$ cat src/rtl/fir_ma_pkg.sv
// Shared width derivations, rounding constant and legal parameter limits
// for the multi-channel moving-average filter.
package fir_ma_pkg;

  localparam int LOG2_TAPS_MIN = 1;
  localparam int LOG2_TAPS_MAX = 8;
  localparam int CHANNELS_MIN  = 1;
  localparam int CHANNELS_MAX  = 16;

  // The running sum needs LOG2_TAPS guard bits above the sample width.
  function automatic int acc_w(input int data_w, input int log2_taps);
    return data_w + log2_taps;
  endfunction

  function automatic int ch_w(input int channels);
    return (channels > 1) ? $clog2(channels) : 1;
  endfunction

  // Half an LSB of the scaled result when rounding; zero gives floor.
  function automatic int rnd_const(input int log2_taps, input int round_en);
    return (round_en != 0) ? (1 << (log2_taps - 1)) : 0;
  endfunction

endpackage

$ cat src/rtl/ma_delay_line.sv
// Per-channel circular sample buffer: returns the oldest sample of the
// addressed channel combinationally and overwrites it on the same edge.
module ma_delay_line
  import fir_ma_pkg::*;
#(
  parameter  int DATA_W    = 16,
  parameter  int LOG2_TAPS = 3,
  parameter  int CHANNELS  = 1,
  localparam int CH_W      = ch_w(CHANNELS)
) (
  input  logic                     clk,
  input  logic                     reset,
  input  logic                     clear,
  input  logic                     wr_en,
  input  logic [CH_W-1:0]          ch,
  input  logic signed [DATA_W-1:0] wr_data,
  output logic signed [DATA_W-1:0] rd_data
);

  localparam int TAPS = 1 << LOG2_TAPS;

  logic signed [DATA_W-1:0] line_mem [CHANNELS][TAPS];
  logic [LOG2_TAPS-1:0]     wp       [CHANNELS];

  // Slot at wp is the oldest sample; it is read before being overwritten.
  assign rd_data = line_mem[ch][wp[ch]];

  always_ff @(posedge clk) begin
    if (reset || clear) begin
      for (int c = 0; c < CHANNELS; c++) begin
        wp[c] <= '0;
        for (int t = 0; t < TAPS; t++) begin
          line_mem[c][t] <= '0;
        end
      end
    end else if (wr_en) begin
      line_mem[ch][wp[ch]] <= wr_data;
      wp[ch]               <= wp[ch] + 1'b1;
    end
  end

endmodule

$ cat src/rtl/fir_ma_filter_mc.sv
// Time-multiplexed running-sum moving-average filter: one add and one
// subtract per accepted sample, per-channel accumulators and fill counters.
module fir_ma_filter_mc
  import fir_ma_pkg::*;
#(
  parameter  int DATA_W    = 16,
  parameter  int LOG2_TAPS = 3,
  parameter  int CHANNELS  = 1,
  parameter  int ROUND     = 0,
  localparam int CH_W      = ch_w(CHANNELS)
) (
  input  logic                     clk,
  input  logic                     reset,
  input  logic                     clear,
  input  logic                     in_valid,
  input  logic [CH_W-1:0]          in_ch,
  input  logic signed [DATA_W-1:0] d,
  output logic                     out_valid,
  output logic [CH_W-1:0]          out_ch,
  output logic signed [DATA_W-1:0] q,
  output logic [CHANNELS-1:0]      primed,
  output logic                     ch_err
);

  localparam int ACC_W   = acc_w(DATA_W, LOG2_TAPS);
  localparam int TAPS    = 1 << LOG2_TAPS;
  localparam int FILL_W  = LOG2_TAPS + 1;
  localparam int CH_SPAN = 1 << CH_W;
  localparam logic signed [ACC_W-1:0] RND       = ACC_W'(rnd_const(LOG2_TAPS, ROUND));
  localparam logic [FILL_W-1:0]       FILL_FULL = FILL_W'(TAPS);

  if (LOG2_TAPS < LOG2_TAPS_MIN || LOG2_TAPS > LOG2_TAPS_MAX ||
      CHANNELS < CHANNELS_MIN || CHANNELS > CHANNELS_MAX) begin : g_param_check
    $error("fir_ma_filter_mc: parameter out of legal range");
  end

  function automatic logic [CH_SPAN-1:0] legal_mask();
    logic [CH_SPAN-1:0] m;
    m = '0;
    for (int i = 0; i < CHANNELS; i++) begin
      m[i] = 1'b1;
    end
    return m;
  endfunction

  localparam logic [CH_SPAN-1:0] CH_LEGAL = legal_mask();

  // Sum never overflows ACC_W and the scaled result always fits DATA_W,
  // so no saturation stage is required.
  function automatic logic signed [DATA_W-1:0] scale_avg(input logic signed [ACC_W-1:0] sum);
    logic signed [ACC_W-1:0] biased;
    logic signed [ACC_W-1:0] shifted;
    biased  = sum + RND;
    shifted = biased >>> LOG2_TAPS;
    return shifted[DATA_W-1:0];
  endfunction

  logic                     flush;
  logic                     ch_ok;
  logic                     accept;
  logic                     bad_ch;
  logic [CH_W-1:0]          ch_sel;
  logic signed [DATA_W-1:0] old_sample;
  logic signed [ACC_W-1:0]  acc      [CHANNELS];
  logic [FILL_W-1:0]        fill     [CHANNELS];
  logic signed [ACC_W-1:0]  acc_cur;
  logic signed [ACC_W-1:0]  d_ext;
  logic signed [ACC_W-1:0]  old_ext;
  logic signed [ACC_W-1:0]  acc_new;

  assign flush  = reset | clear;
  assign ch_ok  = CH_LEGAL[in_ch];
  assign accept = in_valid & ch_ok & ~flush;
  assign bad_ch = in_valid & ~ch_ok & ~flush;
  // Illegal indices never reach the arrays; they are steered to channel 0.
  assign ch_sel = ch_ok ? in_ch : '0;

  ma_delay_line #(
    .DATA_W    (DATA_W),
    .LOG2_TAPS (LOG2_TAPS),
    .CHANNELS  (CHANNELS)
  ) u_line (
    .clk     (clk),
    .reset   (reset),
    .clear   (clear),
    .wr_en   (accept),
    .ch      (ch_sel),
    .wr_data (d),
    .rd_data (old_sample)
  );

  assign acc_cur = acc[ch_sel];
  assign d_ext   = {{LOG2_TAPS{d[DATA_W-1]}}, d};
  assign old_ext = {{LOG2_TAPS{old_sample[DATA_W-1]}}, old_sample};
  assign acc_new = acc_cur + d_ext - old_ext;

  always_ff @(posedge clk) begin
    if (flush) begin
      for (int c = 0; c < CHANNELS; c++) begin
        acc[c]  <= '0;
        fill[c] <= '0;
      end
    end else if (accept) begin
      acc[ch_sel] <= acc_new;
      if (fill[ch_sel] != FILL_FULL) begin
        fill[ch_sel] <= fill[ch_sel] + 1'b1;
      end
    end
  end

  always_comb begin
    primed = '0;
    for (int c = 0; c < CHANNELS; c++) begin
      primed[c] = (fill[c] == FILL_FULL);
    end
  end

  // Stage p0: registered average, one cycle after the accept.
  logic                     vld_p0;
  logic [CH_W-1:0]          ch_p0;
  logic signed [DATA_W-1:0] q_p0;
  logic                     err_p0;

  always_ff @(posedge clk) begin
    if (flush) begin
      vld_p0 <= 1'b0;
      ch_p0  <= '0;
      q_p0   <= '0;
      err_p0 <= 1'b0;
    end else begin
      vld_p0 <= accept;
      if (accept) begin
        ch_p0 <= in_ch;
        q_p0  <= scale_avg(acc_new);
      end
      if (bad_ch) begin
        err_p0 <= 1'b1;
      end
    end
  end

  assign out_valid = vld_p0;
  assign out_ch    = ch_p0;
  assign q         = q_p0;
  assign ch_err    = err_p0;

endmodule

$ cat config.mk
export PLATFORM = sky130hd
export DESIGN_NAME = fir_ma_filter_mc
export DESIGN_NICKNAME = d
export VERILOG_FILES = /design/src/rtl/fir_ma_pkg.sv /design/src/rtl/ma_delay_line.sv /design/src/rtl/fir_ma_filter_mc.sv
export SDC_FILE = /design/constraint.sdc
export NUM_CORES = 1
export LEC_CHECK = 0
export ABC_AREA = 0
export BUFFER_PORTS_ARGS = -buffer_cell sky130_fd_sc_hd__buf_2
export CAP_MARGIN = 20
export CELL_PAD_IN_SITES_DETAIL_PLACEMENT = 0
export CELL_PAD_IN_SITES_GLOBAL_PLACEMENT = 1
export CORE_ASPECT_RATIO = 1.75
export CORE_MARGIN = 2
export CORE_UTILIZATION = 48
export CTS_CLUSTER_SIZE = 28
export DETAILED_ROUTE_END_ITERATION = 7
export PLACE_DENSITY_LB_ADDON = 0.2
export SLEW_MARGIN = 20
export SYNTH_ARGS = -nofsm -noshare
export SYNTH_HDL_FRONTEND = slang
export SYNTH_SLANG_ARGS = --single-unit
$ cat constraint.sdc
create_clock -name clk -period 5 [get_ports clk]
set_input_delay 0.5 -clock clk [delete_from_list [all_inputs] [get_ports clk]]
set_output_delay 0.5 -clock clk [all_outputs]
set_load 0.01 [all_outputs]
== Word level (Yosys, flattened, before mapping) ==
Memory sizes are Yosys's and may differ from the RTL's.
Index checks and enable logic that the tools add are counted.

* Register bits after elaboration: 19
* Memory bits (writable): 154
* Input bits: 21
* Output and inout bits: 20
* Word-level logic and storage cells: 60
* Memories: 4

* Add/subtract/negate cells: 4
* Magnitude comparators: 3
* Equality and inequality tests: 2
* Multiplexer cells: 29
* Bitwise operators: 8
* Reduce and logical (&&, ||, !) cells: 6

{| class="wikitable"
|+ Memories
! memory !! depth !! width !! rd ports !! clocked after Yosys merged registers in !! wr ports !! RTL line !! source
|-
| u_line.line_mem || 1 || 128 || 1 || 0 || 8 || ma_delay_line.sv:22 || <nowiki>logic signed [DATA_W-1:0] line_mem [CHANNELS][TAPS];</nowiki>
|-
| acc || 1 || 19 || 1 || 0 || 1 || fir_ma_filter_mc.sv:64 || <nowiki>logic signed [ACC_W-1:0] acc [CHANNELS];</nowiki>
|-
| fill || 1 || 4 || 2 || 0 || 1 || fir_ma_filter_mc.sv:65 || <nowiki>logic [FILL_W-1:0] fill [CHANNELS];</nowiki>
|-
| u_line.wp || 1 || 3 || 1 || 0 || 1 || ma_delay_line.sv:23 || <nowiki>logic [LOG2_TAPS-1:0] wp [CHANNELS];</nowiki>
|}

{| class="wikitable"
|+ Operators by type and width
! kind !! count
|-
| $mux W128 || 3
|-
| $reduce_or A128 Y1 || 1
|-
| $bmux W16 S3 || 1
|-
| $demux W16 S3 || 1
|-
| $mux W16 || 3
|-
| $add A19 B16 Y19 || 1
|-
| $mux W19 || 1
|-
| $reduce_or A19 Y1 || 1
|-
| $sub A19 B16 Y19 || 1
|-
| $mux W1 || 18
|-
| $add A4 B1 Y4 const B || 1
|-
| $and A1 B1 Y1 || 4
|-
| $eq A4 B4 Y1 const B || 1
|-
| $ge A4 B4 Y1 const B || 1
|-
| $lt A4 B1 Y1 const B || 1
|-
| $mux W4 || 1
|-
| $ne A4 B4 Y1 const B || 1
|-
| $not A3 Y4 || 1
|-
| $reduce_or A4 Y1 || 1
|-
| $add A3 B1 Y3 const B || 1
|-
| $mux W3 || 1
|-
| $reduce_or A3 Y1 || 1
|-
| $lt A1 B2 Y1 const B || 1
|-
| $not A1 Y1 || 2
|-
| other kinds (3) || 3
|}

== Logic depth before layout (Yosys ltp) ==
* Depth in word-level cells: 9
* Depth in mapped cells: 15

== By module ==
Synthesis repeated with hierarchy kept, for this count alone.

* Cells, all modules: 969
* Area total of the unflattened synthesis: 8961.1 um^2

{| class="wikitable"
|+ Modules (own cells, without submodules)
! module !! times used !! cells an instance !! area an instance (um^2) !! sequential area each (um^2)
|-
| ma_delay_line || 1 || 627 || 5901.9 || 2812.7
|-
| fir_ma_filter_mc || 1 || 342 || 3059.2 || 1071.0
|}

== Worst setup path before layout ==
Ideal clock, no wire load.

* Path kind: reg2reg
* Start point: memory u_line.wp[0][1]
* End point: memory acc[0][16] (netlist name), data pin
* Setup time: 255 ps
* Arrival time: 3623 ps
* Required time: 4745 ps
* Slack: 1123 ps
* Stages on the path, launching flop included: 15
* Buffers on the path: 3
* Clock period less this slack: 3877 ps
* Cell sequence: edfxtp_1 > buf_2 > buf_2 > mux4_2 > mux2_2 > fa_1 > inv_1 > ha_1 > buf_6 > a21o_1 > a221oi_2 > o21bai_1 > a221oi_2 > xnor2_1 > and2_1

* Word-level cells in the longest chain between the ends: 7

{| class="wikitable"
|+ RTL lines
! item !! RTL line !! source
|-
| start, declared || ma_delay_line.sv:23 ||
|-
| $mem_v2 Z1 W3 || - ||
|-
| $not A3 Y4 || - ||
|-
| $bmux W16 S3 || ma_delay_line.sv:26 || <nowiki>assign rd_data = line_mem[ch][wp[ch]];</nowiki>
|-
| $mux W16 (not written as such) (2 in series) || ma_delay_line.sv:26 ||
|-
| $sub A19 B16 Y19 || fir_ma_filter_mc.sv:95 || <nowiki>assign acc_new = acc_cur + d_ext - old_ext;</nowiki>
|-
| $mux W19 (no source line) || - ||
|-
| end, declared || fir_ma_filter_mc.sv:64 ||
|}

Every way passes these cells. The select of a mux whose other input is x is not followed.

== Final worst setup path ==
* Start point: memory u_line.wp[0][1]
* End point: register q_p0[10], in the netlist q[10]

* Word-level cells in the longest chain between the ends: 6

{| class="wikitable"
|+ RTL lines
! item !! RTL line !! source
|-
| $mem_v2 Z1 W3 || - ||
|-
| $not A3 Y4 || - ||
|-
| $bmux W16 S3 || ma_delay_line.sv:26 ||
|-
| $mux W16 (not written as such) (2 in series) || ma_delay_line.sv:26 ||
|-
| $sub A19 B16 Y19 || fir_ma_filter_mc.sv:95 ||
|-
| end signal, assigned || fir_ma_filter_mc.sv:134 || <nowiki>q_p0 <= scale_avg(acc_new);</nowiki>
|-
| end, declared || fir_ma_filter_mc.sv:121 || <nowiki>logic signed [DATA_W-1:0] q_p0;</nowiki>
|}

Every way passes these cells. The select of a mux whose other input is x is not followed.
A chain may end at the register's enable or synchronous reset.

==> impl_metrics.json <==
{
  "outcome": "completed",
  "die_area_um2": 19340,
  "die_x_um": 106.0,
  "via_count": 6549,
  "cts_buffers": 17,
  "syn_inst": 940,
  "power_frac_clock_pct": 39.1,
  "p_sw_share_pct": 27.92,
  "holdBufCountCts": 0,
  "grt_overflow": 0,
  "post-route-period-util_pct": 86.67,
  "row_count": 65,
  "start_util_pct": 48.62,
  "crit_fanout": 13,
  "synth_fp_nets": 1002,
  "dp_slack_ns": 0.7059,
  "required_ns": 5.33,
  "peakVddDrop_v": 0.0002258,
  "route.detailed.drc": 0,
  "cts_buffer_depth": 2,
  "setup_viol": 0,
  "fillCellCount": 1693,
  "dr.pass1.iters": 5,
  "grt_usage_pct": 25.03,
  "diodes": 0,
  "timing.final.ws_setup_ns": 0.6663,
  "dp_cells": 1168,
  "gp_congestion": 0.8486,
  "p_leak_uw": 0.003753,
  "worst_pin_slew_ns": 1.094,
  "grt_pass1_wl_mm": 36.25,
  "async_reset_ff_share_pct": 0,
  "period_needed_ns": 4.334,
  "yosysUniqueCellTypes": 59,
  "wl_per_cell_um": 19.14,
  "grt_max_degree": 75,
  "p_comb_share_pct": 18.2,
  "drive_gt1_share_pct": 16.25,
  "setup_tns_ns": 0,
  "dpl_cell_area_um2": 9128,
  "slew_headroom_pct": 26.66,
  "layout.cells.non_filler": 1200,
  "maxCapViolCount": 0,
  "ant_nets": 0,
  "p_per_area_nw_per_um2": 357.5,
  "clk_pin_slew_ns": 0.07,
  "hold_viol": 0,
  "die_h_um": 182.5,
  "cts_resized": 0,
  "avgViaCountPerCell": 5.458,
  "core-area_um2": 17970,
  "critPathKind": "flop to flop",
  "avgSynthCellArea_um2": 9.296,
  "worstSetupEndpointType": "flop",
  "p_sw_uw": 972.5,
  "area_growth_pct": 11.50,
  "cp.arrival_ns": 4.67,
  "p_seq_share_pct": 42.7,
  "drtIter0Drc": 300,
  "slew_viol_final": 0,
  "clk_latency_ns": 0.44,
  "crit_chain": "buf_4 -> mux4_2 -> mux2_2 -> fa_1 -> inv_1 -> ha_1 -> a21oi_1 -> nor2_1 -> nor4_1 -> o31ai_1 -> mux2i_1 -> a21o_1",
  "p_int_uw": 2511,
  "slowest_stage": "edfxtp_1",
  "yosys_warnings": 0,
  "h-tree-depth": 4,
  "root_buffer": "clkbuf_16",
  "cts_setup_buffers": 0,
  "hold_path.class": "input pin to flop",
  "max_freq_ghz": 0.2308,
  "ys.flop_type": "dfxtp_1",
  "wl_mm": 22.97,
  "clock-sinks": 173,
  "grt_pass1_vias": 6555,
  "syn_area_um2": 8738,
  "ys_seq_area_share_pct": 44.44,
  "critPathMaxStageDelay_ns": 0.64,
  "ios": 41,
  "ys_ff_latch": 173,
  "design_area_um2": 9743,
  "rsz0062_at_grt": "false",
  "fin_skew_ns": 0.006246,
  "hpwl_mm": 15.53,
  "worst_setup_path_start_kind": "flop",
  "final_nets": 1015,
  "cts_tree": "built",
  "synth-edff-count": 42,
  "antenna_found_initial": 0,
  "portBuffers": 40
}
[Yosys cell counts (14+ instances only)]
cell type    n  area share (%)
dfxtp_1    131              30
nor2_1      37             1.6
edfxtp_1    42              14
mux2_2      14             1.8
a21o_1      14             1.2
clkbuf_1    38             1.6
fa_1        18             4.1
mux4_2      32             8.2
buf_2       19             1.1
inv_1       75             3.2
a21oi_1    124             7.1
nand2_1    246              11
ha_1        23             3.3
[cell families after synthesis]
logic type / synth area share (%)
buf+inv: 6.701
flops: 44.44
simple gates: 17.25
xor+xnor: 1.704
mux: 10.62
fa+ha+maj: 7.417
compound gates: 11.86
[cell type report]
| type | instances | area, µm² | area share (%) |
|---|---|---|---|
| sequential | 173 | 3884 | 39.86 |
| clock buffer | 21 | 514.2 | 5.278 |
| timing repair buffer | 58 | 384.1 | 3.942 |
| tap | 234 | 292.8 | 3.005 |
| inverter | 76 | 287.8 | 2.954 |
| multi-input combinational | 627 | 4279 | 43.92 |
| clock inverter | 11 | 101.3 | 1.040 |
[flip-flops by register name, indices dropped and copies added (netlist names)]
name / cells
acc: 19
ch_err: 1
fill: 4
out_ch: 1
out_valid: 1
q: 16
u_line.line_mem: 128
u_line.wp: 3
[critical path, delay by kind of cell (launching register included)]
| kind | cells | cell delay (ns) |
|---|---|---|
| AO/OA/AOI/OAI | 3 | 0.62 |
| multiplexers | 3 | 1.01 |
| flip-flops | 1 | 0.64 |
| AND/OR/NAND/NOR | 2 | 0.73 |
| buffers and inverters | 2 | 0.38 |
| adder cells (fa/ha/maj) | 2 | 0.84 |
[worst paths after layout]
check,from,to,slack (ns),cells after the start
min,in_ch,ch_err$_SDFFE_PN0P_,0.31,3
min reg2reg,q[5]$_SDFFE_PN0P_,q[5]$_SDFFE_PN0P_,0.45,1
max,u_line.wp[0][1]$_SDFFCE_PN0P_,q[10]$_SDFFE_PN0P_,0.67,12
max reg2reg,u_line.wp[0][1]$_SDFFCE_PN0P_,q[10]$_SDFFE_PN0P_,0.67,12
[per-layer routing]
layer | global-route usage (%) | part of all wire (%) | vias up
li1 | - | - | 3178
met4 | 8.789 | 2.3 | 0
met1 | 29.33 | 41 | 3207
met2 | 45.60 | 54 | 137
met5 | 0 | 0 | -
met3 | 4.321 | 3.3 | 27
[power by group through the flow]
stage,registers [µW],logic (µW),clock network [µW]
2_1_floorplan,1520,471,0
4_1_cts,1490,638,1380
5_1_grt,1490,703,1440
6_report,1490,634,1360
3_3_place_gp,1520,634,0
3_5_place_dp,1520,632,0
[metrics by stage]
step | hold WS [ns] | util, % | total power (µW)
finish | 0.3075 | 54.21 | 3484
global route | 0.3446 | 54.21 | 3636
CTS | 0.2966 | 54.21 | 3509
detailed placement | 0.4367 | 50.78 | 2150
global placement | 0.4273 | 50.64 | 2151
floorplan | 0.4331 | - | 1986
[layout by cell type (no fill, tap or decap), drive strengths merged, types with 8 or more instances in the layout]
| master | count |
|---|---|
| and3 | 8 |
| clkbuf | 21 |
| fa | 18 |
| a21o | 14 |
| edfxtp | 42 |
| ha | 23 |
| clkinv | 8 |
| mux2 | 14 |
| dfxtp | 131 |
| nor2 | 40 |
| inv | 78 |
| xnor2 | 12 |
| a21oi | 125 |
| mux4 | 32 |
| buf | 58 |
| nand3 | 9 |
| o21ai | 12 |
| nand2 | 248 |
Power figures use the tool's default switching activity.
